[src/rtl/cdb_scheduler_if.sv]
// Handshake and broadcast bundle between the execution units (master side)
// and the common-data-bus scheduler (slave side).
interface cdb_scheduler_if #(
    parameter int DATA_W = 32,
    parameter int TAG_W  = 6
);
    logic              req_int, req_ld, req_mult, req_div;
    logic              div_busy;
    logic [DATA_W-1:0] int_res_data, ld_res_data, mult_res_data, div_res_data;
    logic [TAG_W-1:0]  int_res_tag, ld_res_tag, mult_res_tag, div_res_tag;
    logic              int_branch, int_branch_taken;
    logic              grant_int, grant_ld, grant_mult, grant_div;
    logic              cdb_valid;
    logic [DATA_W-1:0] cdb_data;
    logic [TAG_W-1:0]  cdb_tag;
    logic [1:0]        cdb_src;
    logic              cdb_branch, cdb_branch_taken;
    logic [15:0]       deny_cnt;

    modport master (
        output req_int, req_ld, req_mult, req_div, div_busy,
        output int_res_data, ld_res_data, mult_res_data, div_res_data,
        output int_res_tag, ld_res_tag, mult_res_tag, div_res_tag,
        output int_branch, int_branch_taken,
        input  grant_int, grant_ld, grant_mult, grant_div,
        input  cdb_valid, cdb_data, cdb_tag, cdb_src,
        input  cdb_branch, cdb_branch_taken, deny_cnt
    );

    modport slave (
        input  req_int, req_ld, req_mult, req_div, div_busy,
        input  int_res_data, ld_res_data, mult_res_data, div_res_data,
        input  int_res_tag, ld_res_tag, mult_res_tag, div_res_tag,
        input  int_branch, int_branch_taken,
        output grant_int, grant_ld, grant_mult, grant_div,
        output cdb_valid, cdb_data, cdb_tag, cdb_src,
        output cdb_branch, cdb_branch_taken, deny_cnt
    );
endinterface

[src/rtl/cdb_scheduler.sv]
// CDB scheduler: books future bus cycles in a reservation table so that
// int/ld/mult/div results of differing latency never collide on the CDB.
module cdb_scheduler #(
    parameter int DATA_W          = 32,
    parameter int TAG_W           = 6,
    parameter int MULT_LAT        = 4,
    parameter int DIV_LAT         = 7,
    parameter int ARB_MODE        = 0,
    parameter int INT_BEFORE_LOAD = 1
) (
    input  logic          clk,
    input  logic          reset,
    cdb_scheduler_if.slave bus
);
    localparam logic [1:0] SRC_INT  = 2'd0;
    localparam logic [1:0] SRC_LD   = 2'd1;
    localparam logic [1:0] SRC_MULT = 2'd2;
    localparam logic [1:0] SRC_DIV  = 2'd3;

    // res_vld[k] set means the CDB is already owned k cycles from now
    logic [DIV_LAT:1]  res_vld;
    logic [1:0]        res_src [1:DIV_LAT];
    logic              lru;
    logic              grant_int, grant_ld, grant_mult, grant_div;
    logic              fav_int, int_ld_conflict, any_deny;
    logic              nxt_valid;
    logic [1:0]        nxt_src;
    logic [DATA_W-1:0] nxt_data;
    logic [TAG_W-1:0]  nxt_tag;
    logic              cdb_valid, cdb_branch, cdb_branch_taken;
    logic [DATA_W-1:0] cdb_data;
    logic [TAG_W-1:0]  cdb_tag;
    logic [1:0]        cdb_src;
    logic [15:0]       deny_cnt;

    always_comb begin
        grant_div  = reset && bus.req_div && !bus.div_busy && !res_vld[DIV_LAT];
        // equal latencies share one slot, which div claims first
        grant_mult = reset && bus.req_mult && !res_vld[MULT_LAT]
                     && !(grant_div && (MULT_LAT == DIV_LAT));
        fav_int    = (ARB_MODE == 0) ? (INT_BEFORE_LOAD != 0) : lru;
        grant_int  = reset && bus.req_int && !res_vld[1] && (!bus.req_ld || fav_int);
        grant_ld   = reset && bus.req_ld && !res_vld[1] && (!bus.req_int || !fav_int);
        int_ld_conflict = bus.req_int && bus.req_ld && (grant_int || grant_ld);
        any_deny   = (bus.req_int && !grant_int) || (bus.req_ld && !grant_ld)
                     || (bus.req_mult && !grant_mult) || (bus.req_div && !grant_div);
        nxt_valid  = res_vld[1] || grant_int || grant_ld;
        nxt_src    = res_vld[1] ? res_src[1] : (grant_int ? SRC_INT : SRC_LD);
        nxt_data   = bus.int_res_data;
        nxt_tag    = bus.int_res_tag;
        case (nxt_src)
            SRC_LD:   begin nxt_data = bus.ld_res_data;   nxt_tag = bus.ld_res_tag;   end
            SRC_MULT: begin nxt_data = bus.mult_res_data; nxt_tag = bus.mult_res_tag; end
            SRC_DIV:  begin nxt_data = bus.div_res_data;  nxt_tag = bus.div_res_tag;  end
            default:  begin nxt_data = bus.int_res_data;  nxt_tag = bus.int_res_tag;  end
        endcase
    end

    always_ff @(posedge clk) begin
        if (!reset) begin
            res_vld <= '0;
            for (int k = 1; k <= DIV_LAT; k++) res_src[k] <= SRC_INT;
            lru              <= (INT_BEFORE_LOAD != 0);
            cdb_valid        <= 1'b0;
            cdb_data         <= '0;
            cdb_tag          <= '0;
            cdb_src          <= SRC_INT;
            cdb_branch       <= 1'b0;
            cdb_branch_taken <= 1'b0;
            deny_cnt         <= 16'd0;
        end else begin
            // table slides one step toward k=1 and picks up this cycle's long-latency grants
            for (int k = 1; k < DIV_LAT; k++) begin
                res_vld[k] <= res_vld[k+1] || (grant_mult && (MULT_LAT == k + 1))
                              || (grant_div && (DIV_LAT == k + 1));
                res_src[k] <= (grant_div && (DIV_LAT == k + 1))   ? SRC_DIV  :
                              (grant_mult && (MULT_LAT == k + 1)) ? SRC_MULT : res_src[k+1];
            end
            res_vld[DIV_LAT] <= 1'b0;
            res_src[DIV_LAT] <= SRC_INT;
            if (ARB_MODE != 0 && int_ld_conflict) lru <= grant_ld;
            cdb_valid        <= nxt_valid;
            cdb_branch       <= nxt_valid && (nxt_src == SRC_INT) && bus.int_branch;
            cdb_branch_taken <= nxt_valid && (nxt_src == SRC_INT) && bus.int_branch_taken;
            if (nxt_valid) begin
                cdb_src  <= nxt_src;
                cdb_data <= nxt_data;
                cdb_tag  <= nxt_tag;
            end
            if (any_deny && deny_cnt != 16'hFFFF) deny_cnt <= deny_cnt + 16'd1;
        end
    end

    assign bus.grant_int        = grant_int;
    assign bus.grant_ld         = grant_ld;
    assign bus.grant_mult       = grant_mult;
    assign bus.grant_div        = grant_div;
    assign bus.cdb_valid        = cdb_valid;
    assign bus.cdb_data         = cdb_data;
    assign bus.cdb_tag          = cdb_tag;
    assign bus.cdb_src          = cdb_src;
    assign bus.cdb_branch       = cdb_branch;
    assign bus.cdb_branch_taken = cdb_branch_taken;
    assign bus.deny_cnt         = deny_cnt;
endmodule

[src/flat_wrapper.sv]
// flat-port wrapper written by rule: the top's interface ports become plain ports
module cdb_scheduler_flat 
#(
    parameter int DATA_W          = 32,
    parameter int TAG_W           = 6,
    parameter int MULT_LAT        = 4,
    parameter int DIV_LAT         = 7,
    parameter int ARB_MODE        = 0,
    parameter int INT_BEFORE_LOAD = 1
)
  (clk, reset, bus_req_int, bus_req_ld, bus_req_mult, bus_req_div, bus_div_busy, bus_int_res_data, bus_ld_res_data, bus_mult_res_data, bus_div_res_data, bus_int_res_tag, bus_ld_res_tag, bus_mult_res_tag, bus_div_res_tag, bus_int_branch, bus_int_branch_taken, bus_grant_int, bus_grant_ld, bus_grant_mult, bus_grant_div, bus_cdb_valid, bus_cdb_data, bus_cdb_tag, bus_cdb_src, bus_cdb_branch, bus_cdb_branch_taken, bus_deny_cnt);
  cdb_scheduler_if #(.DATA_W(DATA_W), .TAG_W(TAG_W)) bus_i ();
  input  logic clk;
  input  logic reset;
  input wire logic [$bits(bus_i.req_int)-1:0] bus_req_int;
  input wire logic [$bits(bus_i.req_ld)-1:0] bus_req_ld;
  input wire logic [$bits(bus_i.req_mult)-1:0] bus_req_mult;
  input wire logic [$bits(bus_i.req_div)-1:0] bus_req_div;
  input wire logic [$bits(bus_i.div_busy)-1:0] bus_div_busy;
  input wire logic [$bits(bus_i.int_res_data)-1:0] bus_int_res_data;
  input wire logic [$bits(bus_i.ld_res_data)-1:0] bus_ld_res_data;
  input wire logic [$bits(bus_i.mult_res_data)-1:0] bus_mult_res_data;
  input wire logic [$bits(bus_i.div_res_data)-1:0] bus_div_res_data;
  input wire logic [$bits(bus_i.int_res_tag)-1:0] bus_int_res_tag;
  input wire logic [$bits(bus_i.ld_res_tag)-1:0] bus_ld_res_tag;
  input wire logic [$bits(bus_i.mult_res_tag)-1:0] bus_mult_res_tag;
  input wire logic [$bits(bus_i.div_res_tag)-1:0] bus_div_res_tag;
  input wire logic [$bits(bus_i.int_branch)-1:0] bus_int_branch;
  input wire logic [$bits(bus_i.int_branch_taken)-1:0] bus_int_branch_taken;
  output wire logic [$bits(bus_i.grant_int)-1:0] bus_grant_int;
  output wire logic [$bits(bus_i.grant_ld)-1:0] bus_grant_ld;
  output wire logic [$bits(bus_i.grant_mult)-1:0] bus_grant_mult;
  output wire logic [$bits(bus_i.grant_div)-1:0] bus_grant_div;
  output wire logic [$bits(bus_i.cdb_valid)-1:0] bus_cdb_valid;
  output wire logic [$bits(bus_i.cdb_data)-1:0] bus_cdb_data;
  output wire logic [$bits(bus_i.cdb_tag)-1:0] bus_cdb_tag;
  output wire logic [$bits(bus_i.cdb_src)-1:0] bus_cdb_src;
  output wire logic [$bits(bus_i.cdb_branch)-1:0] bus_cdb_branch;
  output wire logic [$bits(bus_i.cdb_branch_taken)-1:0] bus_cdb_branch_taken;
  output wire logic [$bits(bus_i.deny_cnt)-1:0] bus_deny_cnt;
  assign bus_i.req_int = bus_req_int;
  assign bus_i.req_ld = bus_req_ld;
  assign bus_i.req_mult = bus_req_mult;
  assign bus_i.req_div = bus_req_div;
  assign bus_i.div_busy = bus_div_busy;
  assign bus_i.int_res_data = bus_int_res_data;
  assign bus_i.ld_res_data = bus_ld_res_data;
  assign bus_i.mult_res_data = bus_mult_res_data;
  assign bus_i.div_res_data = bus_div_res_data;
  assign bus_i.int_res_tag = bus_int_res_tag;
  assign bus_i.ld_res_tag = bus_ld_res_tag;
  assign bus_i.mult_res_tag = bus_mult_res_tag;
  assign bus_i.div_res_tag = bus_div_res_tag;
  assign bus_i.int_branch = bus_int_branch;
  assign bus_i.int_branch_taken = bus_int_branch_taken;
  assign bus_grant_int = bus_i.grant_int;
  assign bus_grant_ld = bus_i.grant_ld;
  assign bus_grant_mult = bus_i.grant_mult;
  assign bus_grant_div = bus_i.grant_div;
  assign bus_cdb_valid = bus_i.cdb_valid;
  assign bus_cdb_data = bus_i.cdb_data;
  assign bus_cdb_tag = bus_i.cdb_tag;
  assign bus_cdb_src = bus_i.cdb_src;
  assign bus_cdb_branch = bus_i.cdb_branch;
  assign bus_cdb_branch_taken = bus_i.cdb_branch_taken;
  assign bus_deny_cnt = bus_i.deny_cnt;
  cdb_scheduler #(.DATA_W(DATA_W), .TAG_W(TAG_W), .MULT_LAT(MULT_LAT), .DIV_LAT(DIV_LAT), .ARB_MODE(ARB_MODE), .INT_BEFORE_LOAD(INT_BEFORE_LOAD)) u_core (.clk(clk), .reset(reset), .bus(bus_i));
endmodule
[config.mk]
export PLATFORM = sky130hd
export DESIGN_NAME = cdb_scheduler_flat
export DESIGN_NICKNAME = d
export VERILOG_FILES = /design/src/rtl/cdb_scheduler_if.sv /design/src/rtl/cdb_scheduler.sv /design/src/flat_wrapper.sv
export SDC_FILE = /design/constraint.sdc
export NUM_CORES = 1
export LEC_CHECK = 0
export BUFFER_PORTS_ARGS = -buffer_cell sky130_fd_sc_hd__buf_2
export CELL_PAD_IN_SITES_DETAIL_PLACEMENT = 1
export CELL_PAD_IN_SITES_GLOBAL_PLACEMENT = 1
export CORE_MARGIN = 4
export CORE_UTILIZATION = 32
export DETAILED_ROUTE_END_ITERATION = 16
export HOLD_SLACK_MARGIN = 0.1
export PLACE_DENSITY_LB_ADDON = 0.1
export RECOVER_POWER = 50
export SLEW_MARGIN = 25
export SYNTH_ARGS = -nofsm -noshare
export SYNTH_HDL_FRONTEND = slang
export SYNTH_SLANG_ARGS = --single-unit
[constraint.sdc]
create_clock -name clk -period 3.74 [get_ports clk]
set_input_delay 0 -clock clk [delete_from_list [all_inputs] [get_ports clk]]
set_output_delay 0 -clock clk [all_outputs]
set_load 0.03 [all_outputs]
==> flow_summary.json <==
{
  "run_status": "finished clean",
  "timing.max_cap.violations": 0,
  "route.final.wire_length_um": 14000,
  "post_drt_via_cell_ratio": 5.02,
  "chipHeight_um": 115,
  "route.detailed.drc": 0,
  "p_comb_share_pct": 19.6,
  "crit_arrival_ns": 2.63,
  "syn_area_um2": 3680,
  "area_growth_pct": 50.3,
  "peakVddDrop_mv": 0.306,
  "hold_slack_ns": 0.135,
  "synth_flop_cell": "dfxtp_1",
  "report.final.slew_viol_count": 0,
  "hold_viol_final": 0,
  "numPortBuffers": 223,
  "power.share.switching_pct": 29.2,
  "grt_setup_unrepaired": "no",
  "power.share.sequential_pct": 42.1,
  "yosysWarningCount": 0,
  "dr.first_iter.drc_count": 158,
  "timing.slew.headroom_pct": 46.1,
  "leading_cell_types_by_total_area_after_synthesis": "dfxtp_1 (40%), mux2i_1 (11%), a211oi_1 (8.0%)",
  "first_pass_iters": 4,
  "drt.antenna.violating_nets": 0,
  "synth_cell_type_count": 39,
  "clock_power_share_pct": 38.3,
  "min-delay-path-class": "input pin to register",
  "synth-seq-area-share_pct": 40.3,
  "dpl.hpwl_um": 10100,
  "p_int_w": 0.00145,
  "max_freq_mhz": 412,
  "total_leakage_power_nw": 2.19,
  "fp-row-count": 38,
  "cts-resized-gates": 0,
  "grt_start_max_net_pins": 79,
  "fill_cells": 1443,
  "setup_total_negative_slack_ns": 0,
  "die_area_um2": 13300,
  "worstSetupPathType": "input pin to register",
  "power_switching_w": 0.000597,
  "synth_largest_type_area_fraction_pct": 40.3,
  "clock_insertion_delay_at_the_later_pin_of_the_skew_report_ns": 0.33,
  "max_slew.worst_pin.slew_ns": 0.809,
  "root_buffer": "clkbuf_16",
  "syn_area_per_cell_um2": 8.08,
  "via_count": 4270,
  "endpoint_kind": "register",
  "path_cells": "dlygate4sd3_1 > clkbuf_1 > inv_2 > o21a_2 > o221ai_2 > nor3_1 > mux2i_1",
  "clock_path_buffers": 2,
  "detail_route.wl_per_cell_um": 16.5,
  "layout_worst_path_cycle_share_pct": 64.8,
  "ys_async_sr_fraction_pct": 0,
  "cts_htree_levels": 3,
  "cts-buffers-inserted": 9,
  "worst_setup_hold_path_clk_slew_ns": 0.06,
  "mappedNetlistNets": 617,
  "first_global_vias": 4362,
  "post_cts.repair.setup_buffers": 0,
  "design.final.nets": 866,
  "most_common_library_cell_in_the_layout_ignoring_fill_and_taps": "buf_2",
  "gpl.final_weighted_congestion": 0.788,
  "setup_viol": 0,
  "track_usage_pct": 20.4,
  "drive_above_1_share_pct": 27.6,
  "slowest_delay_ns": 0.61,
  "syn-instance-count": 455,
  "start_util_pct": 33.3,
  "cts_tree": "done",
  "layout_min_cycle_time_ns": 2.43,
  "skew_ns": 0.00775,
  "final_cell_mix": "buf_2 (166), dfxtp_1 (73), clkbuf_1 (57), nor2_1 (51)",
  "cp_slowest_cell": "clkbuf_1",
  "fp.coreArea_um2": 11000,
  "synth.ff_latch_count": 74,
  "number_of_enable_flip_flop_cells_after_synthesis": 0,
  "global_route_wire_length_before_repair_um": 21600,
  "cp_max_fo": 21,
  "cp_data_required_time_ns": 3.94,
  "grt.overflow.total": 0,
  "io_count": 224,
  "die-width_um": 115,
  "setup.worst_path.start_class": "input pin",
  "clock-sinks": 74,
  "synthDominantAreaCellType": "dfxtp_1",
  "grt_antenna_before_repair": 0,
  "power_density_nw_per_um2": 369
}
routing by layer:
layer	global-route usage, %	wire [um]
met3	3.95	937
met1	23.0	5530
met4	5.48	180
met5	0	0
met2	38.7	7340
per-stage QoR:
step	instances	util (%)	cell area, um2	setup slack, ns	power (W)
after floorplan	455	-	3680	2.02	0.00108
after global placement	788	44.2	4870	1.58	0.00124
after detailed placement	788	44.2	4870	1.44	0.00125
after CTS	849	50.7	5600	1.42	0.00208
after global routing	849	50.1	5530	1.00	0.00215
final	850	50.1	5530	1.32	0.00204
power by group through the flow:
| stage | Sequential [W] | Clock (W) | Combinational [W] |
|---|---|---|---|
| after global placement | 0.000873 | 0 | 0.000366 |
| after global routing | 0.000865 | 0.000845 | 0.000440 |
| after floorplan | 0.000949 | 0 | 0.000134 |
| after detailed placement | 0.000875 | 0 | 0.000377 |
| after CTS | 0.000858 | 0.000810 | 0.000416 |
| final | 0.000859 | 0.000783 | 0.000400 |
registers in the layout, summed over array words and instances, names as in the netlist:
register and flops:
u_core.bus.cdb_src 2, u_core.bus.deny_cnt 16, u_core.bus.cdb_branch 1, u_core.res_vld 6
u_core.bus.cdb_data 32, u_core.bus.cdb_branch_taken 1, u_core.res_src 9, u_core.bus.cdb_tag 6
u_core.bus.cdb_valid 1
kinds of logic after synthesis:
| logic type | count (synthesis) | share of synthesized area (%) |
|---|---|---|
| fa+ha+maj | 2 | 0.612 |
| flops | 74 | 40.3 |
| compound gates | 148 | 24.6 |
| simple gates | 147 | 18.3 |
| xor+xnor | 1 | 0.238 |
| buf+inv | 42 | 4.76 |
| mux | 41 | 11.2 |
path summary, 6_finish.rpt:
| check | start | endpoint | slack (ns) | cells past startpoint |
|---|---|---|---|---|
| max | reset | u_core.bus.deny_cnt[9] | 1.32 | 7 |
| max reg2reg | u_core.res_vld[1] | u_core.bus.cdb_data[15] | 1.42 | 6 |
| min | bus_ld_res_data[19] | u_core.bus.cdb_data[19] | 0.13 | 5 |
| min reg2reg | u_core.res_src[3][0] | u_core.res_src[2][0] | 0.44 | 1 |
Yosys cell counts (2+ instances only):
library cell and count:
o21ai_0 37, buf_2 8, a21oi_1 49, nand3_1 6
nand2b_1 4, nor2_1 51, a211oi_1 39, or4_1 6
a22o_1 2, clkbuf_1 21, and4_1 2, nor3_1 4
buf_1 5, dfxtp_1 74, nand2_1 49, o22ai_2 2
mux2i_1 41, or3_1 5, and3_1 2, and2_1 13
o21ai_1 7, a31oi_1 2, o31ai_1 5, inv_1 6
worst max-delay path, delay by kind of cell:
| kind | cells | cell delay (ns) |
|---|---|---|
| buffers and inverters | 3 | 1.48 |
| and+or+nand+nor | 1 | 0.14 |
| muxes | 1 | 0.14 |
| AOI/OAI and AO/OA | 2 | 0.85 |
layout make-up:
class / count / area [um2] / area share, %
multi-input cells: 339 / 2040 / 36.8
repair buffers: 273 / 1530 / 27.7
inverters: 7 / 26.3 / 0.475
flip-flops and latches: 74 / 1480 / 26.8
diodes: 1 / 2.50 / 0.0453
clock buffers: 9 / 225 / 4.07
well taps: 140 / 175 / 3.17
clock inverters: 7 / 46.3 / 0.837
repair_timing:
item	in CTS	in global routing
hold buffers	45	0
hold endpoints to repair	47	0
setup endpoints to repair	0	0
No activity file was read; power rests on OpenSTA's default activity.
